File: config.mk
export PLATFORM = sky130hd
export DESIGN_NAME = uart_rx_ctrl_param
export DESIGN_NICKNAME = d
export VERILOG_FILES = /design/src/rtl/uart_rx_ctrl_param.sv
export SDC_FILE = /design/constraint.sdc
export NUM_CORES = 1
export LEC_CHECK = 0
export ABC_AREA = 1
export CAP_MARGIN = 20
export CORE_MARGIN = 4
export CORE_UTILIZATION = 35
export DETAILED_ROUTE_END_ITERATION = 10
export PLACE_DENSITY_LB_ADDON = 0.2
export SYNTH_ARGS = -nofsm -noshare
export SYNTH_HDL_FRONTEND = slang
export SYNTH_SLANG_ARGS = --single-unit
File: constraint.sdc
create_clock -name clock -period 1.3 [get_ports clock]
set_input_delay 0.39 -clock clock [delete_from_list [all_inputs] [get_ports clock]]
set_output_delay 0.39 -clock clock [all_outputs]
set_load 0.005 [all_outputs]
File: src/rtl/uart_rx_ctrl_param.sv
// Purpose: parametrised UART receiver (start confirm, LSB-first data, optional parity, 1/2 stop bits).
// Latency: rx_valid rises 1 clock after the last stop sample (OVERSAMPLE/2 + OVERSAMPLE*bits ticks after start).
// Backpressure: result held until rx_valid && rx_ready; a frame completing while still held is dropped (overrun_err pulse).
//
// Ports:
//   clock, reset     rising-edge clock, synchronous active-high reset
//   rx_en            receiver enable; low aborts an in-progress frame on the next tick
//   sample_tick      oversampling strobe, OVERSAMPLE pulses per bit period
//   rx_in            synchronised serial line, idle high
//   rx_data/rx_valid/rx_ready  received word with valid/ready handshake
//   parity_err, frame_err      status for the word currently in rx_data
//   overrun_err      one-cycle pulse when a completed frame is dropped
//   busy             receiver is inside a frame
module uart_rx_ctrl_param #(
  parameter int DATA_BITS   = 8,
  parameter int OVERSAMPLE  = 16,
  parameter int PARITY_MODE = 1,
  parameter int STOP_BITS   = 1
) (
  input  logic                 clock,
  input  logic                 reset,
  input  logic                 rx_en,
  input  logic                 sample_tick,
  input  logic                 rx_in,
  output logic [DATA_BITS-1:0] rx_data,
  output logic                 rx_valid,
  input  logic                 rx_ready,
  output logic                 parity_err,
  output logic                 frame_err,
  output logic                 overrun_err,
  output logic                 busy
);

  localparam int TW = $clog2(OVERSAMPLE);
  localparam int BW = $clog2(DATA_BITS + 1);
  localparam logic [TW-1:0] HALF_LAST = TW'(OVERSAMPLE / 2 - 1);
  localparam logic [TW-1:0] FULL_LAST = TW'(OVERSAMPLE - 1);
  localparam logic [BW-1:0] DATA_LAST = BW'(DATA_BITS - 1);
  localparam logic [BW-1:0] STOP_LAST = BW'(STOP_BITS - 1);
  localparam logic          ODD_PAR   = (PARITY_MODE == 2);

  typedef enum logic [2:0] {IDLE, START, DATA, PARITY, STOP} state_t;

  state_t               state, state_nx;
  logic [TW-1:0]        tick_cnt;
  logic [BW-1:0]        bit_cnt;
  logic [DATA_BITS-1:0] shreg;
  logic                 par_flag;
  logic                 frm_flag;
  logic                 armed;

  logic abort;      // rx_en dropped mid-frame on a tick
  logic mid_bit;    // tick on which the current bit is sampled
  logic done;       // tick carrying the last stop sample

  // ---------------- state register ----------------
  always_ff @(posedge clock) begin
    if (reset) state <= IDLE;
    else       state <= state_nx;
  end

  // ---------------- next-state logic ----------------
  always_comb begin
    state_nx = state;
    if (sample_tick) begin
      if (state != IDLE && !rx_en) begin
        state_nx = IDLE;
      end else begin
        case (state)
          IDLE:    if (armed && rx_en && !rx_in) state_nx = START;
          START:   if (tick_cnt == HALF_LAST) state_nx = rx_in ? IDLE : DATA;
          DATA:    if (tick_cnt == FULL_LAST && bit_cnt == DATA_LAST)
                     state_nx = (PARITY_MODE != 0) ? PARITY : STOP;
          PARITY:  if (tick_cnt == FULL_LAST) state_nx = STOP;
          STOP:    if (tick_cnt == FULL_LAST && bit_cnt == STOP_LAST) state_nx = IDLE;
          default: state_nx = IDLE;
        endcase
      end
    end
  end

  // ---------------- state-decoded outputs/strobes ----------------
  always_comb begin
    busy    = (state != IDLE);
    abort   = sample_tick && busy && !rx_en;
    mid_bit = sample_tick && rx_en && (tick_cnt == FULL_LAST);
    done    = mid_bit && (state == STOP) && (bit_cnt == STOP_LAST);
  end

  // ---------------- counters and frame datapath ----------------
  always_ff @(posedge clock) begin
    if (reset) begin
      tick_cnt <= '0;
      bit_cnt  <= '0;
      shreg    <= '0;
      par_flag <= 1'b0;
      frm_flag <= 1'b0;
      armed    <= 1'b0;
    end else if (abort) begin
      tick_cnt <= '0;
      bit_cnt  <= '0;
    end else if (sample_tick) begin
      case (state)
        IDLE: begin
          tick_cnt <= '0;
          bit_cnt  <= '0;
          // A line seen high arms the detector; a break after a frame must end first.
          if (rx_in) armed <= 1'b1;
          else if (armed && rx_en) armed <= 1'b0;
        end
        START: begin
          if (tick_cnt == HALF_LAST) begin
            tick_cnt <= '0;
            bit_cnt  <= '0;
            par_flag <= 1'b0;
            frm_flag <= 1'b0;
          end else begin
            tick_cnt <= tick_cnt + 1'b1;
          end
        end
        DATA: begin
          if (mid_bit) begin
            tick_cnt <= '0;
            // Shift in at the top so the first bit ends up at bit 0.
            shreg    <= {rx_in, shreg[DATA_BITS-1:1]};
            bit_cnt  <= (bit_cnt == DATA_LAST) ? '0 : bit_cnt + 1'b1;
          end else begin
            tick_cnt <= tick_cnt + 1'b1;
          end
        end
        PARITY: begin
          if (mid_bit) begin
            tick_cnt <= '0;
            par_flag <= ((^shreg) ^ rx_in) != ODD_PAR;
          end else begin
            tick_cnt <= tick_cnt + 1'b1;
          end
        end
        STOP: begin
          if (mid_bit) begin
            tick_cnt <= '0;
            if (!rx_in) frm_flag <= 1'b1;
            bit_cnt  <= (bit_cnt == STOP_LAST) ? '0 : bit_cnt + 1'b1;
          end else begin
            tick_cnt <= tick_cnt + 1'b1;
          end
        end
        default: begin
          tick_cnt <= '0;
          bit_cnt  <= '0;
        end
      endcase
    end
  end

  // ---------------- output handshake and overrun ----------------
  always_ff @(posedge clock) begin
    if (reset) begin
      rx_data     <= '0;
      rx_valid    <= 1'b0;
      parity_err  <= 1'b0;
      frame_err   <= 1'b0;
      overrun_err <= 1'b0;
    end else begin
      overrun_err <= 1'b0;
      if (rx_valid && rx_ready) rx_valid <= 1'b0;
      if (done) begin
        if (!rx_valid || rx_ready) begin
          rx_data    <= shreg;
          parity_err <= par_flag;
          // The final stop sample has not reached frm_flag yet.
          frame_err  <= frm_flag | ~rx_in;
          rx_valid   <= 1'b1;
        end else begin
          overrun_err <= 1'b1;
        end
      end
    end
  end

endmodule
==> impl_metrics.json <==
{
  "run_status": "complete, but fails checks",
  "violations": "negative setup slack",
  "grt_pass1_vias": 1743,
  "post-route-period-util": 1.12,
  "preCtsSetupSlack_ps": -507,
  "ys_types": 29,
  "drv_cap": 0,
  "grt_pass1_wl_mm": 7.77,
  "synth_edf_count": 0,
  "worstPathRequired_ps": 1480,
  "drtAntennaViolNets": 0,
  "slowest_stage": "dfxtp_2",
  "clkTransAtPathRegs_ps": 70,
  "skew_ps": 8.43,
  "crit_chain": "ha_4 > nand2_4 > inv_4 > nand2_4 > nor2_4 > nand4_4 > buf_6 > nor2_4 > nor2_2",
  "nFillCells": 472,
  "htreeDepth": 2,
  "maxSlewHeadroom": 0.854,
  "fin_setup_tns_ps": -2310,
  "worst_slew_pin_slew_ps": 219,
  "finalSetupViolCount": 28,
  "layout.nets": 328,
  "vias": 1843,
  "busiest_layer": "met2",
  "cts_root_buf": "clkbuf_8",
  "met2_usage": 0.247,
  "portBuffers": 18,
  "finalHoldViolations": 0,
  "wire_per_inst_um": 12.4,
  "syn-num-nets": 266,
  "die_w_um": 80.5,
  "syn2layout_area_growth_pct": 55.0,
  "drtPass1Iterations": 4,
  "drive_gt1_frac": 0.451,
  "cts.sinks": 34,
  "clock_latency_ps": 290,
  "core_area_um2": 5110,
  "ys_seq_area_frac": 0.370,
  "io-pin-count": 19,
  "synth_largest_area_cell": "dfxtp_1",
  "antenna_found_initial": 0,
  "crit_family": "simple AND/OR/NAND/NOR gates",
  "placed_area_um2": 2360,
  "diodes": 0,
  "die_h_um": 80.5,
  "grt_max_degree": 19,
  "cts_tree": "built",
  "die_area_um2": 6490,
  "crit_buf_inv": 2,
  "cp.arrival_ps": 1640,
  "grt.met3_usage": 0.0280,
  "end_kind": "flop",
  "gp_congestion": 0.893,
  "leakagePower_nw": 1.26,
  "final_max_slew_viol_count": 0,
  "rsz0062_at_grt": "true",
  "cts_buffer_depth": 2,
  "viasPerCell": 4.74,
  "post-synth-top-count-cell": "nand2_1",
  "synthTopCellsByCount": "58 x nand2_1, 34 x dfxtp_1, 30 x a21oi_1",
  "crit_type": "reg2reg",
  "dp_hpwl_mm": 3.16,
  "cp_slowest_stage_delay_ps": 350,
  "initialDrtViolationCount": 103,
  "critPathLaunchType": "flop",
  "async_reset_ff_frac": 0,
  "routed_wl_mm": 4.82,
  "syn_area_per_cell_um2": 7.17,
  "initial_core_util": 0.361,
  "worst-path-max-fanout": 4,
  "hold_class": "reg2reg",
  "period_minus_slack_ps": 1460,
  "synth_area_leaders": "dfxtp_1 37%, nand2_1 12%, a21oi_1 8.2%",
  "vdd_drop_max_uv": 469,
  "fmax_ghz": 0.687,
  "ys_seq_elements": 34,
  "track_usage": 0.155,
  "cts_buffers": 5,
  "grt_use_met1": 0.198,
  "rows": 26,
  "grt-ovfl-total": 0,
  "fin_area_um2": 2860,
  "netlist_area_um2": 1840,
  "pwr_density_cell_nw_per_um2": 970,
  "synth_top_area_frac": 0.370,
  "yosysWarnings": 0,
  "synth_ff_type": "dfxtp_1",
  "drc_errors": 0,
  "fin_ws_ps": -155,
  "netlist_instances": 257
}
==> stage by stage <==
step                      power (mW)  cells  hold slack (ps)   util
after CTS                       2.72    385              479  0.512
after global routing            2.91    389              521  0.559
after detailed placement        1.64    372              470  0.463
final                           2.77    389              475  0.559
after global placement          1.65    372              478  0.463
after floorplan                 1.42    257              444      -
==> flip-flops by register name, indices dropped and copies added, names as in the netlist <==
register,cells
rx_data,8
shreg,8
bit_cnt,4
tick_cnt,4
state,3
armed,1
frame_err,1
frm_flag,1
overrun_err,1
par_flag,1
parity_err,1
rx_valid,1
==> kinds of logic after synthesis <==
group / count (synthesis) / share of synthesized area
AOI/OAI and AO/OA: 63 / 0.185
xor gates and xnor gates: 1 / 0.00476
adders and majority gates: 3 / 0.0204
buffers and inverters: 40 / 0.101
DFF: 34 / 0.370
and+or+nand+nor: 116 / 0.320
==> cell type report <==
cell class,count,area (um^2),share of cell area
Sequential cell,34,701,0.245
Tap cell,70,87.6,0.0307
Multi-Input combinational cell,183,1250,0.438
Inverter,35,149,0.0521
Timing Repair inverter,2,12.5,0.00438
Clock buffer,6,82.6,0.0289
Clock inverter,1,30.0,0.0105
Timing Repair Buffer,58,542,0.190
==> final timing paths <==
kind	startpoint	endpoint	slack, ps	cells past startpoint
max	tick_cnt[1]$_SDFFE_PP0P_	rx_data[0]$_SDFFE_PP0P_	-160	9
min	armed$_SDFFE_PP0P_	armed$_SDFFE_PP0P_	480	2
max reg2reg	tick_cnt[1]$_SDFFE_PP0P_	rx_data[0]$_SDFFE_PP0P_	-160	9
min reg2reg	armed$_SDFFE_PP0P_	armed$_SDFFE_PP0P_	480	2
==> power breakdown <==
group	switching (mW)	internal [mW]	total, mW
Combinational	0.380	0.307	0.687
Clock	0.383	0.613	0.996
Sequential	0.0203	1.07	1.09
==> what timing repair did <==
| action | CTS | global route |
|---|---|---|
| cloned | 0 | 3 |
| setup buffers | 8 | 1 |
| hold buffers | 0 | 0 |
| endpoints found under the setup margin | 45 | 34 |
| resized for setup | 64 | 57 |
| pin swaps | 16 | 14 |
| hold endpoints to repair | 0 | 0 |
==> per-layer routing <==
metal | part of all wire | wire, um | vias up
li1 | - | - | 971
met1 | 0.48 | 2340 | 833
met2 | 0.46 | 2210 | 27
met3 | 0.029 | 138 | 12
met4 | 0.028 | 137 | 0
met5 | 0 | 0 | -
==> cells in the final DEF, fill, tap and decap left out, drive strengths merged, types with 3 or more instances in the layout <==
cell	count
nand2	67
buf	39
inv	37
dfxtp	34
a21oi	30
o21ai	28
nand3	23
nor2	22
dlygate4sd2	12
clkbuf	8
ha	3
clkdlybuf4s50	3
nand4	3
==> worst reg2reg max path, cell delays in order, from the launching register on <==
cell,delay [ps]
dfxtp_2,350
ha_4,150
nand2_4,70
inv_4,60
nand2_4,50
nor2_4,140
nand4_4,220
buf_6,200
nor2_4,80
nor2_2,40
No activity file was read; power rests on OpenSTA's default activity.
